--- src/rtl/sm83_alu_ctrl_pkg.sv ---
// Shared types for the SM83 ALU sequencer: opcodes, FSM states, flag layout
// and the flag-source selectors produced by the opcode decoder.
package sm83_alu_ctrl_pkg;

  typedef enum logic [2:0] {
    OP_ADD = 3'd0,
    OP_ADC = 3'd1,
    OP_SUB = 3'd2,
    OP_SBC = 3'd3,
    OP_AND = 3'd4,
    OP_XOR = 3'd5,
    OP_OR  = 3'd6,
    OP_CP  = 3'd7
  } op_e;

  typedef enum logic [2:0] {
    ST_IDLE,
    ST_LOAD_A,
    ST_LOAD_B,
    ST_LOW,
    ST_HIGH,
    ST_RESULT,
    ST_DONE
  } state_e;

  typedef struct packed {
    logic z;
    logic n;
    logic h;
    logic c;
  } flags_t;

  typedef struct packed {
    logic r;
    logic s;
    logic v;
  } rsv_t;

  typedef enum logic [1:0] {
    FSEL_CARRY,
    FSEL_INV,
    FSEL_ONE,
    FSEL_ZERO
  } fsel_e;

  function automatic logic flag_pick(input fsel_e sel, input logic carry);
    case (sel)
      FSEL_CARRY: flag_pick = carry;
      FSEL_INV:   flag_pick = ~carry;
      FSEL_ONE:   flag_pick = 1'b1;
      default:    flag_pick = 1'b0;
    endcase
  endfunction

endpackage

--- src/rtl/sm83_alu_ctrl_if.sv ---
// Host and ALU-side signal bundle of the SM83 ALU sequencer.
interface sm83_alu_ctrl_if #(
  parameter int unsigned ALU_WIDTH = 4
);
  localparam int unsigned DW = 2 * ALU_WIDTH;

  logic          start;
  logic [2:0]    op;
  logic [DW-1:0] a_in;
  logic [DW-1:0] b_in;
  logic          cf_in;
  logic [DW-1:0] alu_din;
  logic          load_a;
  logic          load_b;
  logic          shift_oe;
  logic          result_oe;
  logic          op_low;
  logic          op_b_high;
  logic          negate;
  logic          carry_in;
  logic          no_carry_out;
  logic          force_carry;
  logic          ignore_carry;
  logic          alu_carry;
  logic          alu_zero;
  logic          busy;
  logic          result_we;
  logic          done;
  logic          flag_z;
  logic          flag_n;
  logic          flag_h;
  logic          flag_c;

  modport master (
    output start, op, a_in, b_in, cf_in, alu_carry, alu_zero,
    input  alu_din, load_a, load_b, shift_oe, result_oe, op_low, op_b_high,
           negate, carry_in, no_carry_out, force_carry, ignore_carry,
           busy, result_we, done, flag_z, flag_n, flag_h, flag_c
  );

  modport slave (
    input  start, op, a_in, b_in, cf_in, alu_carry, alu_zero,
    output alu_din, load_a, load_b, shift_oe, result_oe, op_low, op_b_high,
           negate, carry_in, no_carry_out, force_carry, ignore_carry,
           busy, result_we, done, flag_z, flag_n, flag_h, flag_c
  );
endinterface

--- src/rtl/sm83_alu_op_decode.sv ---
// Pure opcode decode: ALU core mode bits, low-nibble carry and flag sources.
module sm83_alu_op_decode
  import sm83_alu_ctrl_pkg::*;
(
  input  op_e   op_i,
  input  logic  cf_i,
  output logic  negate_o,
  output logic  carry_low_o,
  output rsv_t  rsv_o,
  output logic  n_o,
  output fsel_e h_sel_o,
  output fsel_e c_sel_o
);

  always_comb begin
    negate_o    = 1'b0;
    carry_low_o = 1'b0;
    rsv_o       = '0;
    n_o         = 1'b0;
    h_sel_o     = FSEL_ZERO;
    c_sel_o     = FSEL_ZERO;
    case (op_i)
      OP_ADD: begin
        h_sel_o = FSEL_CARRY;
        c_sel_o = FSEL_CARRY;
      end
      OP_ADC: begin
        carry_low_o = cf_i;
        h_sel_o     = FSEL_CARRY;
        c_sel_o     = FSEL_CARRY;
      end
      OP_SUB, OP_CP: begin
        negate_o    = 1'b1;
        carry_low_o = 1'b1;
        n_o         = 1'b1;
        h_sel_o     = FSEL_INV;
        c_sel_o     = FSEL_INV;
      end
      OP_SBC: begin
        // Borrow-in enters the complement adder as an inverted carry.
        negate_o    = 1'b1;
        carry_low_o = ~cf_i;
        n_o         = 1'b1;
        h_sel_o     = FSEL_INV;
        c_sel_o     = FSEL_INV;
      end
      OP_AND: begin
        carry_low_o = 1'b1;
        rsv_o       = '{r: 1'b0, s: 1'b1, v: 1'b0};
        h_sel_o     = FSEL_ONE;
      end
      OP_XOR: rsv_o = '{r: 1'b1, s: 1'b0, v: 1'b0};
      OP_OR:  rsv_o = '{r: 1'b1, s: 1'b0, v: 1'b1};
      default: ;
    endcase
  end

endmodule

--- src/rtl/sm83_alu_ctrl.sv ---
// Sequencer driving a nibble-serial SM83 ALU: loads operands, runs low then
// high nibble, strobes the result and registers Z/N/H/C.
module sm83_alu_ctrl
  import sm83_alu_ctrl_pkg::*;
#(
  parameter int unsigned ALU_WIDTH = 4
) (
  input logic             clk,
  input logic             reset,
  sm83_alu_ctrl_if.slave  bus
);
  localparam int unsigned DW = 2 * ALU_WIDTH;

  state_e        state_q, state_d;
  op_e           op_q, op_d;
  logic [DW-1:0] a_q, a_d;
  logic [DW-1:0] b_q, b_d;
  logic          cf_q, cf_d;
  logic          hc_q, hc_d;
  logic          fc_q, fc_d;
  flags_t        flags_q, flags_d;

  logic  dec_negate;
  logic  dec_carry_low;
  rsv_t  dec_rsv;
  logic  dec_n;
  fsel_e dec_h_sel;
  fsel_e dec_c_sel;

  sm83_alu_op_decode u_decode (
    .op_i        (op_q),
    .cf_i        (cf_q),
    .negate_o    (dec_negate),
    .carry_low_o (dec_carry_low),
    .rsv_o       (dec_rsv),
    .n_o         (dec_n),
    .h_sel_o     (dec_h_sel),
    .c_sel_o     (dec_c_sel)
  );

  always_ff @(posedge clk or posedge reset) begin
    if (reset) begin
      state_q <= ST_IDLE;
      op_q    <= OP_ADD;
      a_q     <= '0;
      b_q     <= '0;
      cf_q    <= 1'b0;
      hc_q    <= 1'b0;
      fc_q    <= 1'b0;
      flags_q <= '0;
    end else begin
      state_q <= state_d;
      op_q    <= op_d;
      a_q     <= a_d;
      b_q     <= b_d;
      cf_q    <= cf_d;
      hc_q    <= hc_d;
      fc_q    <= fc_d;
      flags_q <= flags_d;
    end
  end

  always_comb begin
    state_d = state_q;
    op_d    = op_q;
    a_d     = a_q;
    b_d     = b_q;
    cf_d    = cf_q;
    hc_d    = hc_q;
    fc_d    = fc_q;
    flags_d = flags_q;
    case (state_q)
      ST_IDLE: begin
        if (bus.start) begin
          state_d = ST_LOAD_A;
          op_d    = op_e'(bus.op);
          a_d     = bus.a_in;
          b_d     = bus.b_in;
          cf_d    = bus.cf_in;
        end
      end
      ST_LOAD_A: state_d = ST_LOAD_B;
      ST_LOAD_B: state_d = ST_LOW;
      ST_LOW: begin
        state_d = ST_HIGH;
        hc_d    = bus.alu_carry;
      end
      ST_HIGH: begin
        state_d = ST_RESULT;
        fc_d    = bus.alu_carry;
      end
      ST_RESULT: begin
        state_d   = ST_DONE;
        flags_d.z = bus.alu_zero;
        flags_d.n = dec_n;
        flags_d.h = flag_pick(dec_h_sel, hc_q);
        flags_d.c = flag_pick(dec_c_sel, fc_q);
      end
      ST_DONE: state_d = ST_IDLE;
      default: state_d = ST_IDLE;
    endcase
  end

  always_comb begin
    bus.alu_din      = '0;
    bus.load_a       = 1'b0;
    bus.load_b       = 1'b0;
    bus.shift_oe     = 1'b0;
    bus.result_oe    = 1'b0;
    bus.op_low       = 1'b0;
    bus.op_b_high    = 1'b0;
    bus.negate       = 1'b0;
    bus.carry_in     = 1'b0;
    bus.no_carry_out = 1'b0;
    bus.force_carry  = 1'b0;
    bus.ignore_carry = 1'b0;
    bus.result_we    = 1'b0;
    case (state_q)
      ST_LOAD_A: begin
        bus.alu_din  = a_q;
        bus.shift_oe = 1'b1;
        bus.load_a   = 1'b1;
      end
      ST_LOAD_B: begin
        bus.alu_din  = b_q;
        bus.shift_oe = 1'b1;
        bus.load_b   = 1'b1;
      end
      ST_LOW, ST_HIGH, ST_RESULT: begin
        bus.negate       = dec_negate;
        bus.no_carry_out = dec_rsv.r;
        bus.force_carry  = dec_rsv.s;
        bus.ignore_carry = dec_rsv.v;
        bus.op_low       = (state_q == ST_LOW);
        bus.op_b_high    = (state_q != ST_LOW);
        bus.carry_in     = (state_q == ST_LOW) ? dec_carry_low : hc_q;
        bus.result_oe    = (state_q == ST_RESULT);
        bus.result_we    = (state_q == ST_RESULT) && (op_q != OP_CP);
      end
      default: ;
    endcase
  end

  assign bus.busy   = (state_q != ST_IDLE);
  assign bus.done   = (state_q == ST_DONE);
  assign bus.flag_z = flags_q.z;
  assign bus.flag_n = flags_q.n;
  assign bus.flag_h = flags_q.h;
  assign bus.flag_c = flags_q.c;

endmodule

--- src/flat_wrapper.sv ---
// flat-port wrapper written by rule: the top's interface ports become plain ports
module sm83_alu_ctrl_flat import sm83_alu_ctrl_pkg::*;
#(
  parameter int unsigned ALU_WIDTH = 4
)
  (clk, reset, bus_start, bus_op, bus_a_in, bus_b_in, bus_cf_in, bus_alu_carry, bus_alu_zero, bus_alu_din, bus_load_a, bus_load_b, bus_shift_oe, bus_result_oe, bus_op_low, bus_op_b_high, bus_negate, bus_carry_in, bus_no_carry_out, bus_force_carry, bus_ignore_carry, bus_busy, bus_result_we, bus_done, bus_flag_z, bus_flag_n, bus_flag_h, bus_flag_c);
  sm83_alu_ctrl_if #(.ALU_WIDTH(ALU_WIDTH)) bus_i ();
  input logic clk;
  input logic reset;
  input wire logic [$bits(bus_i.start)-1:0] bus_start;
  input wire logic [$bits(bus_i.op)-1:0] bus_op;
  input wire logic [$bits(bus_i.a_in)-1:0] bus_a_in;
  input wire logic [$bits(bus_i.b_in)-1:0] bus_b_in;
  input wire logic [$bits(bus_i.cf_in)-1:0] bus_cf_in;
  input wire logic [$bits(bus_i.alu_carry)-1:0] bus_alu_carry;
  input wire logic [$bits(bus_i.alu_zero)-1:0] bus_alu_zero;
  output wire logic [$bits(bus_i.alu_din)-1:0] bus_alu_din;
  output wire logic [$bits(bus_i.load_a)-1:0] bus_load_a;
  output wire logic [$bits(bus_i.load_b)-1:0] bus_load_b;
  output wire logic [$bits(bus_i.shift_oe)-1:0] bus_shift_oe;
  output wire logic [$bits(bus_i.result_oe)-1:0] bus_result_oe;
  output wire logic [$bits(bus_i.op_low)-1:0] bus_op_low;
  output wire logic [$bits(bus_i.op_b_high)-1:0] bus_op_b_high;
  output wire logic [$bits(bus_i.negate)-1:0] bus_negate;
  output wire logic [$bits(bus_i.carry_in)-1:0] bus_carry_in;
  output wire logic [$bits(bus_i.no_carry_out)-1:0] bus_no_carry_out;
  output wire logic [$bits(bus_i.force_carry)-1:0] bus_force_carry;
  output wire logic [$bits(bus_i.ignore_carry)-1:0] bus_ignore_carry;
  output wire logic [$bits(bus_i.busy)-1:0] bus_busy;
  output wire logic [$bits(bus_i.result_we)-1:0] bus_result_we;
  output wire logic [$bits(bus_i.done)-1:0] bus_done;
  output wire logic [$bits(bus_i.flag_z)-1:0] bus_flag_z;
  output wire logic [$bits(bus_i.flag_n)-1:0] bus_flag_n;
  output wire logic [$bits(bus_i.flag_h)-1:0] bus_flag_h;
  output wire logic [$bits(bus_i.flag_c)-1:0] bus_flag_c;
  assign bus_i.start = bus_start;
  assign bus_i.op = bus_op;
  assign bus_i.a_in = bus_a_in;
  assign bus_i.b_in = bus_b_in;
  assign bus_i.cf_in = bus_cf_in;
  assign bus_i.alu_carry = bus_alu_carry;
  assign bus_i.alu_zero = bus_alu_zero;
  assign bus_alu_din = bus_i.alu_din;
  assign bus_load_a = bus_i.load_a;
  assign bus_load_b = bus_i.load_b;
  assign bus_shift_oe = bus_i.shift_oe;
  assign bus_result_oe = bus_i.result_oe;
  assign bus_op_low = bus_i.op_low;
  assign bus_op_b_high = bus_i.op_b_high;
  assign bus_negate = bus_i.negate;
  assign bus_carry_in = bus_i.carry_in;
  assign bus_no_carry_out = bus_i.no_carry_out;
  assign bus_force_carry = bus_i.force_carry;
  assign bus_ignore_carry = bus_i.ignore_carry;
  assign bus_busy = bus_i.busy;
  assign bus_result_we = bus_i.result_we;
  assign bus_done = bus_i.done;
  assign bus_flag_z = bus_i.flag_z;
  assign bus_flag_n = bus_i.flag_n;
  assign bus_flag_h = bus_i.flag_h;
  assign bus_flag_c = bus_i.flag_c;
  sm83_alu_ctrl #(.ALU_WIDTH(ALU_WIDTH)) u_core (.clk(clk), .reset(reset), .bus(bus_i));
endmodule
--- config.mk ---
export PLATFORM = sky130hd
export DESIGN_NAME = sm83_alu_ctrl_flat
export DESIGN_NICKNAME = d
export VERILOG_FILES = /design/src/rtl/sm83_alu_ctrl_pkg.sv /design/src/rtl/sm83_alu_ctrl_if.sv /design/src/rtl/sm83_alu_op_decode.sv /design/src/rtl/sm83_alu_ctrl.sv /design/src/flat_wrapper.sv
export SDC_FILE = /design/constraint.sdc
export NUM_CORES = 1
export LEC_CHECK = 0
export ABC_AREA = 0
export BUFFER_PORTS_ARGS = -buffer_cell sky130_fd_sc_hd__buf_4
export CAP_MARGIN = 30
export CORE_AREA = 4 4 68 70
export CTS_BUF_LIST = sky130_fd_sc_hd__clkbuf_4 sky130_fd_sc_hd__clkbuf_8
export DETAILED_ROUTE_END_ITERATION = 16
export DIE_AREA = 0 0 72 74
export PLACE_DENSITY = 0.64
export SETUP_SLACK_MARGIN = 0.15
export SYNTH_ARGS = -nofsm -noshare
export SYNTH_HDL_FRONTEND = slang
export SYNTH_SLANG_ARGS = --single-unit
--- constraint.sdc ---
create_clock -name clk -period 4.32 [get_ports clk]
set_input_delay 0.216 -clock clk [delete_from_list [all_inputs] [get_ports clk]]
set_output_delay 0.216 -clock clk [all_outputs]
set_load 0.01 [all_outputs]
==> impl_metrics.json <==
{
  "place_ws_ns": 2.38,
  "finalClockSkew_ns": 0.00332,
  "critPathKind": "register to primary output",
  "post_cts_resized": 0,
  "drv_slew": 0,
  "status": "completed",
  "antenna_found_initial": 0,
  "setup_slack_ns": 2.25,
  "yosys-mux-area-fraction": 0.181,
  "p_leak_nw": 0.906,
  "critPathMaxFanout": 9,
  "ir_drop_uv": 380,
  "synth_largest_area_cell": "dfrtp_1",
  "core_um2": 3970,
  "setup_viol": 0,
  "finalHoldViolCount": 0,
  "drtPass1Iterations": 4,
  "synthArstFlopShare": 1.00,
  "ant_nets": 0,
  "grt_max_degree": 21,
  "synth_top_cell_area_share": 0.530,
  "fmax_ghz": 0.484,
  "synth.area.top_cells": "dfrtp_1 53%, mux2_2 18%, a22o_1 5.1%",
  "ys_seq_area_frac": 0.530,
  "synthSimpleGateAreaFrac": 0.128,
  "gr-total-overflow": 0,
  "diodes": 0,
  "crit_path_end_kind": "primary output",
  "ys_ff_latch": 29,
  "finalSetupTns_ns": 0,
  "remaining_drc_errors": 0,
  "wirelength_mm": 3.09,
  "cts_max_path_buffers": 2,
  "ys.flop_type": "dfrtp_1",
  "netlist_instances": 113,
  "grt_pass1_wl_mm": 5.13,
  "p_per_area_nw_per_um2": 735,
  "die_w_um": 72,
  "post_drt_wl_per_cell_um": 14.3,
  "dr_total_vias": 1028,
  "grt_usage": 0.127,
  "layout_min_cycle_time_ns": 2.07,
  "synth_cell_types": 25,
  "drtIter0Drc": 41,
  "hpwl_mm": 2.34,
  "die_area_um2": 5330,
  "synthAdderAreaFrac": 0,
  "fin_nets": 191,
  "initial_utilization": 0.345,
  "cp_data_arrival_time_ns": 1.85,
  "ctsRootBufferMaster": "clkbuf_8",
  "cts_tree": "done",
  "cts_buffers": 5,
  "hold_class": "input pin to register",
  "num_rows": 23,
  "syn_to_final_growth_pct": 38.0,
  "tightest_slew_ns": 0.673,
  "htree_num_levels": 2,
  "synth_top_family_by_area": "multiplexers",
  "synth.most_common_cell": "dfrtp_1",
  "syn-cell-area_um2": 1370,
  "die_y_um": 74,
  "place.gp.congestion": 0.792,
  "via_per_inst": 4.76,
  "synthTopCellsByCount": "29 x dfrtp_1, 22 x mux2_2, 8 x a22o_1",
  "syn_nets": 138,
  "postCtsSetupBuffers": 0,
  "maxCapViolCount": 0,
  "rsz0062_at_grt": "no",
  "synth_xor_area_frac": 0.00640,
  "startpoint_type": "register",
  "power_mw": 1.39,
  "finalCritPeriodShare": 0.478,
  "grt_pass1_vias": 1098,
  "clkLatencyLatePin_ns": 0.27,
  "yosys_warnings": 0,
  "whs_ns": 0.141,
  "drive_above_1_share": 0.500,
  "cp.required_ns": 4.10,
  "synth-edff-count": 0,
  "syn_area_per_cell_um2": 12.1,
  "synth-compound-area-share": 0.105,
  "cts.sinks": 29,
  "port-buffer-count": 50,
  "io_pins": 51,
  "slew_headroom": 0.550,
  "clkTransAtPathRegs_ns": 0.06
}
==> critical path: stages (launching register included) <==
cell and delay, ns:
dfrtp_1 0.44, nand2b_1 0.21, nor2_1 0.53, a22o_1 0.27
buf_4 0.13
==> final cells by class <==
cell class	instances	area, µm²
clock buffers	7	90.1
fillers	385	2080
inverters	6	22.5
multi-input cells	72	576
flip-flops and latches	29	726
well taps	50	62.6
repair buffers	52	413
==> cells in the final DEF (no fill, tap or decap), types with 2 or more instances in the layout <==
| master | instances |
|---|---|
| inv_1 | 6 |
| nor3b_1 | 2 |
| a22o_1 | 8 |
| nor2_1 | 6 |
| mux2_2 | 22 |
| buf_4 | 50 |
| clkbuf_8 | 6 |
| dfrtp_1 | 29 |
| nand2b_1 | 5 |
| nand3b_1 | 4 |
| nor3_1 | 2 |
| o21ai_0 | 3 |
| a31oi_1 | 3 |
| nand2_1 | 6 |
==> state kept, by name, indices dropped and copies added (netlist names), 3 cells and up <==
| name | cells |
|---|---|
| u_core.b_q | 8 |
| u_core.op_q | 3 |
| u_core.state_q | 3 |
| u_core.a_q | 8 |
==> routing by layer <==
metal  track usage  routed length [µm]  part of all wire
met1         0.156                1340              0.43
met2         0.204                1440              0.46
met3        0.0473                 286             0.092
met4        0.0501                  34             0.011
met5             0                   0                 0
==> final timing paths <==
path                                   start                end  slack (ns)  cells past startpoint
max                        u_core.state_q[0]     bus_alu_din[1]        2.25                      4
min                             bus_alu_zero  u_core.bus.flag_z        0.14                      3
max reg2reg                u_core.state_q[2]      u_core.b_q[5]        2.39                      3
min reg2reg                u_core.bus.flag_z  u_core.bus.flag_z        0.48                      2
max in group asynchronous              reset      u_core.b_q[0]        3.33                      4
min in group asynchronous              reset     u_core.op_q[1]        0.53                      3
==> where the power goes <==
part           internal [mW]  total, mW  switching, mW
clock                  0.132      0.224         0.0915
combinational          0.363      0.643          0.280
sequential             0.410      0.521          0.111
total                  0.905       1.39          0.483
==> per-stage QoR <==
stage	cells	utilization	cell area, µm²
finish	216	0.476	1890
detailed placement	208	0.451	1790
global route	216	0.476	1890
global placement	207	0.444	1760
CTS	216	0.476	1890
floorplan	113	-	1370
==> logic make-up (layout without fill, tap and decap cells) <==
family	count (synthesis)	in the layout
buffers and inverters	12	65
AOI/OAI and AO/OA	19	19
and+or+nand+nor	30	30
xor gates and xnor gates	1	1
DFF	29	29
muxes	22	22
==> what timing repair did <==
action                                 4_1_cts  5_1_grt
endpoints found under the hold margin       10        0
setup endpoints to repair                    0        0
hold buffers                                 1        0
(Power assumes the default switching activity.)
